<file path="src/rtl/spi_regbank.sv">
// SPI slave with an integrated register bank, oversampled in the system clock domain.
//
// Frame: an 8-bit header (bit7 = write, bits[6:0] = start address) is followed by any
// number of REG_WIDTH-bit words. The address auto-increments after each word and wraps
// from 127 to 0. Addresses below NUM_CFG are read/write config registers. The next
// NUM_STATUS addresses are read-only status registers. All other addresses read as zero
// and reject writes.
//
// Ports:
//   clk, rstb      system clock, asynchronous active-low reset
//   ena            block enable; low aborts any frame and forces spi_miso low
//   mode           SPI mode {CPOL, CPHA}; only sampled while idle
//   spi_cs_n/clk/mosi/miso   SPI pins (MSB first); spi_clk must be <= clk/8
//   config_regs    flat config bus, register k at [k*REG_WIDTH +: REG_WIDTH]
//   cfg_wr_stb     one-cycle pulse on bit k when config k is written
//   access_err     one-cycle pulse when a write to a non-config address is rejected
//   status_regs    flat status bus, same packing as config_regs
module spi_regbank #(
  parameter int unsigned NUM_CFG    = 8,
  parameter int unsigned NUM_STATUS = 4,
  parameter int unsigned REG_WIDTH  = 8,
  parameter logic [NUM_CFG*REG_WIDTH-1:0] CFG_RESET = '0
) (
  input  logic                             clk,
  input  logic                             rstb,
  input  logic                             ena,
  input  logic [1:0]                       mode,
  input  logic                             spi_cs_n,
  input  logic                             spi_clk,
  input  logic                             spi_mosi,
  output logic                             spi_miso,
  output logic [NUM_CFG*REG_WIDTH-1:0]     config_regs,
  output logic [NUM_CFG-1:0]               cfg_wr_stb,
  output logic                             access_err,
  input  logic [NUM_STATUS*REG_WIDTH-1:0]  status_regs
);

  // Input shift register must hold a full header as well as a full word.
  localparam int unsigned SW = (REG_WIDTH > 8) ? REG_WIDTH : 8;
  localparam logic [4:0] WordLast = 5'(REG_WIDTH - 1);

  typedef enum logic [1:0] {StIdle, StHdr, StData} state_e;

  state_e                         state_q, state_d;
  logic                           sclk_meta_q, sclk_sync_q, sclk_prev_q;
  logic                           cs_meta_q, cs_sync_q, cs_prev_q;
  logic                           mosi_meta_q, mosi_sync_q;
  logic [1:0]                     mode_q, mode_d;
  logic [4:0]                     bit_cnt_q, bit_cnt_d;
  logic [SW-1:0]                  shift_q, shift_d;
  logic [6:0]                     ptr_q, ptr_d;
  logic                           is_wr_q, is_wr_d;
  logic [REG_WIDTH-1:0]           tx_q, tx_d;
  logic                           miso_q, miso_d;
  logic [NUM_CFG*REG_WIDTH-1:0]   cfg_q, cfg_d;
  logic [NUM_CFG-1:0]             stb_q, stb_d;
  logic                           err_q, err_d;

  logic                           sclk_rise, sclk_fall, sample_on_rise;
  logic                           sample_edge, shift_edge, cs_fall;
  logic [SW-1:0]                  nxt_shift;
  logic [REG_WIDTH-1:0]           word;
  logic [6:0]                     rd_addr;
  logic [REG_WIDTH-1:0]           rd_word;

  assign sclk_rise      = sclk_sync_q & ~sclk_prev_q;
  assign sclk_fall      = ~sclk_sync_q & sclk_prev_q;
  assign cs_fall        = cs_prev_q & ~cs_sync_q;
  // Modes 0 and 3 sample on the rising edge, modes 1 and 2 on the falling edge.
  assign sample_on_rise = ~(mode_q[1] ^ mode_q[0]);
  assign sample_edge    = sample_on_rise ? sclk_rise : sclk_fall;
  assign shift_edge     = sample_on_rise ? sclk_fall : sclk_rise;
  assign nxt_shift      = {shift_q[SW-2:0], mosi_sync_q};
  assign word           = nxt_shift[REG_WIDTH-1:0];

  // Address of the word to load into the TX register: the header's start address when the
  // header completes, otherwise the address following the word just completed.
  assign rd_addr = (state_q == StHdr) ? nxt_shift[6:0] : ptr_q + 7'd1;

  always_comb begin
    rd_word = '0;
    for (int unsigned k = 0; k < NUM_CFG; k++) begin
      if (32'(rd_addr) == k) rd_word = cfg_q[k*REG_WIDTH +: REG_WIDTH];
    end
    for (int unsigned k = 0; k < NUM_STATUS; k++) begin
      if (32'(rd_addr) == NUM_CFG + k) rd_word = status_regs[k*REG_WIDTH +: REG_WIDTH];
    end
  end

  always_comb begin
    state_d   = state_q;
    mode_d    = mode_q;
    bit_cnt_d = bit_cnt_q;
    shift_d   = shift_q;
    ptr_d     = ptr_q;
    is_wr_d   = is_wr_q;
    tx_d      = tx_q;
    miso_d    = miso_q;
    cfg_d     = cfg_q;
    stb_d     = '0;
    err_d     = 1'b0;

    unique case (state_q)
      StIdle: begin
        mode_d    = mode;
        miso_d    = 1'b0;
        bit_cnt_d = '0;
        if (ena && cs_fall) state_d = StHdr;
      end
      StHdr: begin
        miso_d = 1'b0;
        if (sample_edge) begin
          shift_d = nxt_shift;
          if (bit_cnt_q == 5'd7) begin
            bit_cnt_d = '0;
            is_wr_d   = nxt_shift[7];
            ptr_d     = nxt_shift[6:0];
            state_d   = StData;
            if (!nxt_shift[7]) tx_d = rd_word;
          end else begin
            bit_cnt_d = bit_cnt_q + 5'd1;
          end
        end
      end
      StData: begin
        if (sample_edge) begin
          shift_d = nxt_shift;
          if (bit_cnt_q == WordLast) begin
            bit_cnt_d = '0;
            ptr_d     = ptr_q + 7'd1;
            if (is_wr_q) begin
              if (32'(ptr_q) >= NUM_CFG) err_d = 1'b1;
              for (int unsigned k = 0; k < NUM_CFG; k++) begin
                if (32'(ptr_q) == k) begin
                  cfg_d[k*REG_WIDTH +: REG_WIDTH] = word;
                  stb_d[k]                        = 1'b1;
                end
              end
            end else begin
              tx_d = rd_word;
            end
          end else begin
            bit_cnt_d = bit_cnt_q + 5'd1;
          end
        end
        if (shift_edge) begin
          if (is_wr_q) begin
            miso_d = 1'b0;
          end else begin
            miso_d = tx_q[REG_WIDTH-1];
            tx_d   = tx_q << 1;
          end
        end
      end
      default: state_d = StIdle;
    endcase

    // Abort is evaluated after sampling so a word completing in this cycle still commits.
    if (state_q != StIdle && (cs_sync_q || !ena)) begin
      state_d = StIdle;
      miso_d  = 1'b0;
    end
  end

  always_ff @(posedge clk or negedge rstb) begin
    if (!rstb) begin
      sclk_meta_q <= 1'b0;
      sclk_sync_q <= 1'b0;
      sclk_prev_q <= 1'b0;
      cs_meta_q   <= 1'b1;
      cs_sync_q   <= 1'b1;
      cs_prev_q   <= 1'b1;
      mosi_meta_q <= 1'b0;
      mosi_sync_q <= 1'b0;
      state_q     <= StIdle;
      mode_q      <= 2'b00;
      bit_cnt_q   <= '0;
      shift_q     <= '0;
      ptr_q       <= '0;
      is_wr_q     <= 1'b0;
      tx_q        <= '0;
      miso_q      <= 1'b0;
      cfg_q       <= CFG_RESET;
      stb_q       <= '0;
      err_q       <= 1'b0;
    end else begin
      sclk_meta_q <= spi_clk;
      sclk_sync_q <= sclk_meta_q;
      sclk_prev_q <= sclk_sync_q;
      cs_meta_q   <= spi_cs_n;
      cs_sync_q   <= cs_meta_q;
      cs_prev_q   <= cs_sync_q;
      mosi_meta_q <= spi_mosi;
      mosi_sync_q <= mosi_meta_q;
      state_q     <= state_d;
      mode_q      <= mode_d;
      bit_cnt_q   <= bit_cnt_d;
      shift_q     <= shift_d;
      ptr_q       <= ptr_d;
      is_wr_q     <= is_wr_d;
      tx_q        <= tx_d;
      miso_q      <= miso_d;
      cfg_q       <= cfg_d;
      stb_q       <= stb_d;
      err_q       <= err_d;
    end
  end

  // Gate with ena so the pin drops immediately rather than one cycle later.
  assign spi_miso    = miso_q & ena;
  assign config_regs = cfg_q;
  assign cfg_wr_stb  = stb_q;
  assign access_err  = err_q;

endmodule

</file>
<file path="config.mk">
export PLATFORM = sky130hd
export DESIGN_NAME = spi_regbank
export DESIGN_NICKNAME = d
export VERILOG_FILES = /design/src/rtl/spi_regbank.sv
export SDC_FILE = /design/constraint.sdc
export NUM_CORES = 1
export LEC_CHECK = 0
export BUFFER_PORTS_ARGS = -buffer_cell sky130_fd_sc_hd__buf_4
export CAP_MARGIN = 20
export CORE_MARGIN = 2
export CORE_UTILIZATION = 40
export CTS_CLUSTER_DIAMETER = 200
export CTS_CLUSTER_SIZE = 16
export DETAILED_ROUTE_END_ITERATION = 8
export PLACE_DENSITY = 0.61
export SLEW_MARGIN = 0
export SYNTH_ARGS = -nofsm -noshare
export SYNTH_HDL_FRONTEND = slang
export SYNTH_SLANG_ARGS = --single-unit
</file>
<file path="constraint.sdc">
create_clock -name clk -period 2.9 [get_ports clk]
set_clock_uncertainty 0.2 [all_clocks]
set_input_delay 0.435 -clock clk [delete_from_list [all_inputs] [get_ports clk]]
set_output_delay 0.435 -clock clk [all_outputs]
set_load 0.1 [all_outputs]
</file>
==> impl_results.md, run 1 <==
- Status: finished clean
- Post-synthesis sequential area ratio: 47.63%
- Final setup margin: 0.08687 ns
- Routed WL: 19910 um
- Unrepaired setup endpoints after global routing: true
- Commonest cells after routing, fill and taps aside: buf_4, dfrtp_1, mux2_2
- Total track usage: 25.05%
- Final Hold Fails: 0
- Leading area contributor after synthesis: dfrtp_1
- Die Y: 126.4 um
- Post-synth EDFFs: 0
- Post-detail-place hpwl: 14350 um
- Design area: 8083 sq um
- Async SR Flop Fraction: 100.0%
- Most Used Layer, Global Route: met2
- Post-DP Area: 7398 sq um
- Pre-CTS setup slack: -0.01828 ns
- Top FF cell, synth: dfrtp_1
- Initial antenna violation count: 0
- CTS tree: yes
- Rows: 44
- Grt ovf: 0
- Nets@finish: 767
- Hold/Removal Path Class: in -> reg
- Max-slew violation count: 0
- Vias/cell: 6.007
- Vias in the first global route: 5371
- DR vias: 5496
- Syn Area/Cell: 10.65 sq um
- Area contributors post-synth: dfrtp_1, mux2_2, nand2_1
- Remaining DRCs: 0
- VDD IR max: 0.4396 mV
- Tot Pwr: 0.005310 W
- Diode count: 0
- H-Tree Depth: 4
- Clock sinks: 114
- CTS buffer count: 17
- Area Overhead vs Synth: 34.78%
- Iteration-0 DRC Markers: 563
- Worst-case clock buffer depth: 2
- Final ANT Viol Nets: 0
- Clk Latency, worst-skew pair: 0.41 ns
- Setup-failing EPs final: 0
- Crit path DAT: 2.91 ns
- First-pass GRT wire length: 30710 um
- Register clock-pin slew on the reported worst setup and hold paths: 0.06 ns
- Post-layout min period: 2.813 ns
- GRT met2 Usage: 38.19%
- Critical Path Source Type: flop
- Actual slew at the worst max-slew pin: 0.6570 ns
- Fmax: 355.5 MHz
- Commonest non-fill, non-tap cell in the layout: buf_4
- Layout cells sized above 1: 41.31%
- Pin count of the biggest net entering global routing: 50
- Root buf cell: clkbuf_16
- Drt pass-1 iters: 5
- Critical Path RT: 3.00 ns
- Final period util: 97.00%
- Ports: 114
- Starting density of the core: 41.11%
- CP endpoint kind: flop
- Pwr Density: 657.0 nW/um^2
- Routing usage on met3: 6.790%
- Cells after synthesis: 563
- Synth warnings: 0
- Pleak: 3.792 nW
- Port Buf Inserts: 113
- Met1 Resource Use GR: 34.60%
- Number of nets produced by synthesis: 611
- Setup TNS: 0 ns
- Yosys top cell area share: 46.32%
- Placer Congestion: 0.9678
- Library cells used by synthesis: 76
- Number of max-cap violations: 0
- Crit path kind: reg -> reg
- Die footprint: 15990 sq um
- WL/cell: 21.75 um
- Hold WS: 0.05669 ns
- Mapped Area: 5997 sq um
- Area of the core: 14590 sq um
- Die W: 126.4 um
- Slew HR: 56.20%
- #FFs+latches synth: 114
- Crit-path max FO: 8
## Yosys cell counts (4+ instances only)
cell type / number
dfrtp_1: 111
mux2_2: 70
nand2_1: 63
o21ai_0: 38
clkbuf_1: 24
a21oi_1: 17
a22oi_1: 17
o22ai_1: 17
inv_1: 14
nor2_1: 14
nand3_1: 12
ha_1: 8
nand4_1: 7
a222oi_1: 6
a32oi_1: 6
and2_1: 6
buf_2: 6
nand2b_1: 6
a31oi_1: 5
mux2i_1: 5
o211ai_1: 5
a21o_1: 4
a221o_1: 4
nand3_2: 4
nor2_2: 4
o21a_1: 4
## path summary, 6_finish.rpt
check / start / endpoint / slack, ns / cells past startpoint
max in group asynchronous: rstb / cs_meta_q / 1.36 / 3
min reg2reg: sclk_meta_q / sclk_sync_q / 0.15 / 0
min in group asynchronous: rstb / shift_q[4] / 0.40 / 2
max reg2reg: state_q[1] / flop / 0.09 / 8
max: state_q[1] / flop / 0.09 / 8
min: mode[1] / mode_q[1] / 0.06 / 2
## where the power goes
group	internal (W)	switching [W]
Sequential	0.00166	0.0000644
Clock	0.00137	0.000754
Combinational	0.000576	0.000893
## metrics by stage
stage	cells	utilization (%)
final	915	55.40
after global routing	915	55.40
after CTS	914	55.16
after detailed placement	879	50.71
after global placement	879	50.71
after floorplan	563	-
## sequential cells by signal, summed over array words and instances, names as in the netlist, 2 cells and up, named ones only
signal,count
config_regs,64
cfg_wr_stb,8
ptr_q,7
shift_q,7
bit_cnt_q,5
mode_q,2
state_q,2
## logic make-up (layout without fill, tap and decap cells)
| kind of cell | count (synthesis) | after routing | synth area share [%] |
|---|---|---|---|
| xor gates and xnor gates | 1 | 1 | 0.1461 |
| muxes | 75 | 75 | 13.98 |
| adders and majority gates | 8 | 8 | 1.669 |
| and+or+nand+nor | 148 | 148 | 12.98 |
| AOI/OAI and AO/OA | 166 | 166 | 19.72 |
| buffers and inverters | 51 | 219 | 3.881 |
| DFF | 114 | 114 | 47.63 |
## what timing repair did
| action | in CTS | in global routing |
|---|---|---|
| endpoints found under the setup margin | 2 | 8 |
| resized for setup | 2 | 8 |
| hold endpoints to repair | 50 | 0 |
| gates cloned | 0 | 0 |
| hold buffers | 4 | 0 |
| setup buffers | 0 | 1 |
## critical path, stage by stage (launching register included)
cell and delay (ns):
dfrtp_1 0.40, inv_1 0.09, ha_2 0.26, inv_1 0.09, buf_4 0.18, or4_1 0.57
a221o_1 0.48, a22o_1 0.23, a31o_1 0.19
## final cells by class
| class | count | area, sq um |
|---|---|---|
| tap | 184 | 230.2 |
| clock buffer | 18 | 439.2 |
| multi-input combinational | 398 | 2950 |
| sequential | 114 | 2858 |
| inverter | 14 | 52.55 |
| clock inverter | 13 | 161.4 |
| fill | 1261 | 6506 |
| timing repair buffer | 174 | 1391 |
## layer usage
metal | wire (um) | vias up | share of wire, %
met5 | 0 | - | 0
met4 | 487 | 0 | 2.4
met3 | 1643 | 35 | 8.3
met2 | 9323 | 278 | 47
met1 | 8451 | 2750 | 42
li1 | - | 2433 | -
Power figures use the tool's default switching activity.
==> run 2: changes to the inputs <==
--- a/config.mk
+++ b/config.mk
@@ -9,6 +9,7 @@
 export CAP_MARGIN = 20
 export CORE_MARGIN = 2
 export CORE_UTILIZATION = 40
+export CTS_BUF_LIST = sky130_fd_sc_hd__clkbuf_2
 export CTS_CLUSTER_DIAMETER = 200
 export CTS_CLUSTER_SIZE = 16
 export DETAILED_ROUTE_END_ITERATION = 8
==> run 2 against run 1 <==
Compared with the run above: flip-flop and latch count did not move; core utilization fell by 0.87 points; total power shrank 18%; clock-buffer cell count is 1 lower.
==> impl_results.md, run 2 (synthesized netlist as in run 1, its figures left out) <==
- CTS buffer count: 17
- Fmax: 358.6 MHz
- Actual slew at the worst max-slew pin: 0.6697 ns
- Root buf cell: clkbuf_2
- Iteration-0 DRC Markers: 650
- Rows: 44
- Unrepaired setup endpoints after global routing: true
- Number of max-cap violations: 0
- Grt ovf: 0
- Final period util: 96.16%
- DR vias: 5658
- Clk Latency, worst-skew pair: 0.69 ns
- Hold Crit Start: status_regs[15]
- Pleak: 3.739 nW
- Port Buf Inserts: 113
- Setup-failing EPs final: 0
- Register clock-pin slew on the reported worst setup and hold paths: 0.18 ns
- Reg-to-Reg Start: state_q[1]
- Max-slew violation count: 0
- Critical Path Source Type: flop
- Area of the core: 14590 sq um
- # fillers: 1263
- Slew HR: 55.35%
- Post-layout min period: 2.788 ns
- Clock sinks: 114
- Max reg flops: 64
- Nets@finish: 789
- Cells after DPL: 879
- Drt pass-1 iters: 5
- Vias in the first global route: 5487
- CTS tree: yes
- CP Launch Point: state_q[1]
- Setup TNS: 0 ns
- Vias/cell: 6.032
- Commonest non-fill, non-tap cell in the layout: buf_4
- Final ANT Viol Nets: 0
- Ports: 114
- Initial antenna violation count: 1
- VDD IR max: 0.3846 mV
- Die W: 126.4 um
- Post-DP Area: 7398 sq um
- Pin count of the biggest net entering global routing: 50
- CP endpoint kind: flop
- Layout cells sized above 1: 40.11%
- Worst-case clock buffer depth: 2
- Crit-path max FO: 8
- Status: finished clean
- Die footprint: 15990 sq um
- Total track usage: 25.28%
- WL/cell: 21.43 um
- Commonest cells after routing, fill and taps aside: buf_4, dfrtp_1, mux2_2
- Design area: 7956 sq um
- Starting density of the core: 41.11%
- Remaining DRCs: 0
- Crit path DAT: 3.20 ns
- Hold WS: 0.07189 ns
- Critical Path RT: 3.31 ns
- Final Hold Fails: 0
- Finished Layout Cells: 938
- Placer Congestion: 0.9678
- Tot Pwr: 0.004329 W
- Crit path kind: reg -> reg
- First-pass GRT wire length: 30860 um
- H-Tree Depth: 4
- Sequential Area: 2858 sq um
- Hold/Removal Path Class: in -> reg
- Die Y: 126.4 um
- Area Overhead vs Synth: 32.67%
- Post-detail-place hpwl: 14350 um
- Multi-input logic area: 2952 sq um
- Pwr Density: 544.1 nW/um^2
- Routed WL: 20100 um
[run 2: cell types whose count changed in the layout (fill, tap and decap cells not counted), sizes merged]
| cell | previous run | this run |
|---|---|---|
| clkbuf | 18 | 17 |
| clkinv | 5 | 6 |
| diode | 0 | 1 |
| dlygate4sd3 | 4 | 26 |
[run 2: where the power goes]
part / switching [W] / leakage, nW / internal, W
Clock: 0.000646 / 0.140 / 0.000472
Combinational: 0.000898 / 2.05 / 0.000596
Sequential: 0.0000633 / 1.55 / 0.00165
Total: 0.00161 / 3.74 / 0.00272
[run 2: per-layer routing]
layer / vias to the layer above / wire length (um) / global-route usage [%]
met1: 2815 / 8702 / 34.55
li1: 2497 / - / -
met5: - / 0 / 0
met4: 0 / 625 / 10.08
met2: 296 / 9267 / 38.66
met3: 50 / 1509 / 6.326
[run 2: stage by stage]
step	setup slack (ns)	util (%)
6_report	0.1115	54.54
5_1_grt	-0.008856	54.54
4_1_cts	0.03906	54.28
3_5_place_dp	-0.01828	50.71
3_3_place_gp	0.04695	50.71
2_1_floorplan	0.1240	-
[run 2: cell type report]
cell class                      count  share of cell area [%]
Tap cell                          184                   2.894
Antenna cell                        1                 0.03145
Sequential cell                   114                   35.92
Inverter                           14                  0.6605
Clock buffer                       17                   1.069
Multi-Input combinational cell    398                   37.10
Clock inverter                     14                   2.076
Timing Repair Buffer              196                   20.25
[run 2: final timing paths]
| kind | to | depth (start not counted) | slack [ns] |
|---|---|---|---|
| max reg2reg | flop | 8 | 0.11 |
| min | flop | 4 | 0.07 |
| min in group asynchronous | config_regs[39] | 2 | 0.10 |
| max | flop | 8 | 0.11 |
| min reg2reg | sclk_sync_q | 0 | 0.17 |
| max in group asynchronous | cs_prev_q | 3 | 1.67 |
[run 2: critical path: stages, from the launching register on]
cell and delay (ns):
dfrtp_1 0.44, inv_1 0.09, ha_2 0.26, inv_1 0.09, buf_4 0.18, or4_1 0.56, a221o_2 0.48, a22o_1 0.21
a31o_1 0.19
[run 2: repair_timing]
item | CTS | global route
resized for setup | 3 | 10
setup buffers | 0 | 1
setup endpoints to repair | 4 | 8
pin swaps | 0 | 1
endpoints found under the hold margin | 84 | 0
hold buffers | 26 | 0
==> run 3: changes to the inputs <==
--- a/config.mk
+++ b/config.mk
@@ -13,7 +13,6 @@
 export CTS_CLUSTER_DIAMETER = 200
 export CTS_CLUSTER_SIZE = 16
 export DETAILED_ROUTE_END_ITERATION = 8
-export PLACE_DENSITY = 0.61
 export SLEW_MARGIN = 0
 export SYNTH_ARGS = -nofsm -noshare
 export SYNTH_HDL_FRONTEND = slang
==> run 3 against run 2 <==
Compared with the run above: first-iteration DRC count fell by 6.8%; sequential share of layout area fell by 0.20 points; sequential power barely moved; critical path type unchanged; largest power group unchanged.
==> impl_results.md, run 3 (synthesized netlist as in run 1, its figures left out) <==
- Commonest non-fill, non-tap cell in the layout: buf_4
- Pleak: 3.758 nW
- Finished Layout Cells: 939
- Slew HR: 64.43%
- Die footprint: 15990 sq um
- Placer Congestion: 0.8712
- Worst Reg2Reg Path Length in Cells: 9
- Final ANT Viol Nets: 0
- WL/cell: 21.78 um
- Vias in the first global route: 5440
- Cells after DPL: 881
- Layout cells sized above 1: 40.26%
- CTS tree: yes
- Hold/Removal Path Class: in -> reg
- Crit path DAT: 3.21 ns
- Pin count of the biggest net entering global routing: 70
- CP endpoint kind: flop
- Reg-to-Reg Start: state_q[1]
- Final period util: 95.98%
- Root buf cell: clkbuf_2
- Area of the core: 14590 sq um
- Commonest cells after routing, fill and taps aside: buf_4, dfrtp_1, mux2_2
- Iteration-0 DRC Markers: 606
- Unrepaired setup endpoints after global routing: true
- Nets@finish: 790
- Vias/cell: 5.853
- Depth of the worst hold-timing path: 6
- VDD IR max: 0.5294 mV
- Port Buf Inserts: 113
- Total track usage: 25.73%
- Clock sinks: 114
- DR vias: 5496
- Actual slew at the worst max-slew pin: 0.5335 ns
- Drt pass-1 iters: 5
- Crit-path max FO: 5
- CTS buffer count: 17
- Routed WL: 20450 um
- Number of max-cap violations: 0
- Finished Core Util: 54.87%
- Hold Crit Start: status_regs[19]
- Post-detail-place hpwl: 14420 um
- Die Y: 126.4 um
- Status: finished clean
- Max reg flops: 64
- Post-layout min period: 2.784 ns
- Setup-failing EPs final: 0
- Final Hold Fails: 0
- Rows: 44
- Critical Path RT: 3.32 ns
- Worst-case clock buffer depth: 2
- Crit path kind: reg -> reg
- Clk Latency, worst-skew pair: 0.72 ns
- Area Overhead vs Synth: 33.49%
- H-Tree Depth: 4
- Fmax: 359.3 MHz
- Pwr Density: 559.5 nW/um^2
- Starting density of the core: 41.11%
- Diode count: 0
- Ports: 114
- Die W: 126.4 um
- Critical Path Source Type: flop
- First-pass GRT wire length: 31360 um
- CP Launch Point: state_q[1]
- Grt ovf: 0
- Register clock-pin slew on the reported worst setup and hold paths: 0.17 ns
- Initial antenna violation count: 0
- Max-slew violation count: 0
- Remaining DRCs: 0
## run 3: layout make-up
| cell class | count | area [sq um] |
|---|---|---|
| Fill cell | 1255 | 6584 |
| Multi-Input combinational cell | 398 | 2965 |
| Sequential cell | 114 | 2859 |
| Timing Repair Buffer | 197 | 1620 |
| Tap cell | 184 | 230.2 |
| Clock inverter | 13 | 182.7 |
| Clock buffer | 19 | 95.09 |
| Inverter | 14 | 52.55 |
## run 3: what timing repair did
| item | in CTS | in global routing |
|---|---|---|
| endpoints found under the hold margin | 127 | 0 |
| endpoints found under the setup margin | 8 | 14 |
| resized for setup | 2 | 13 |
| setup buffers | 0 | 0 |
| hold buffers | 26 | 0 |
| pin swaps | 0 | 2 |
## run 3: power breakdown
part	leakage [nW]	switching (W)	internal, W	total [W]
sequential	1.55	0.0000801	0.00165	0.00173
combinational	2.05	0.000900	0.000614	0.00151
clock	0.158	0.000657	0.000574	0.00123
## run 3: final timing paths
kind | endpoint | slack (ns)
min | flop | 0.06
max reg2reg | flop | 0.12
min in group asynchronous | access_err | 0.46
max in group asynchronous | config_regs[55] | 1.45
min reg2reg | sclk_sync_q | 0.17
max | flop | 0.12
## run 3: metal layers
metal / part of all wire, % / track usage (%)
met5: 0 / 0
met4: 2.2 / 8.080
met3: 8.0 / 8.182
met2: 47 / 40.04
met1: 43 / 34.36
## run 3: stage by stage
step	worst slack, ns	total power (W)	area (sq um)	TNS (ns)	hold slack (ns)
final	0.1164	0.004479	8005	0	0.05851
after global routing	-0.000001332	0.004689	8005	-0.000001332	0.02908
after CTS	0.06039	0.004453	7958	0	0.006750
after detailed placement	-0.1194	0.003185	7401	-0.4375	0.1347
after global placement	-0.08275	0.003169	7401	-0.2926	0.1329
after floorplan	0.1240	0.002505	5997	0	-0.06059
## run 3: critical path, cell delays in order, from the launching register on
cell      delay [ns]
dfrtp_1         0.44
inv_1           0.09
ha_2            0.24
inv_1           0.10
buf_4           0.16
or4_1           0.58
a21oi_1         0.39
and2_1          0.30
a22oi_1         0.13
o211ai_1        0.09
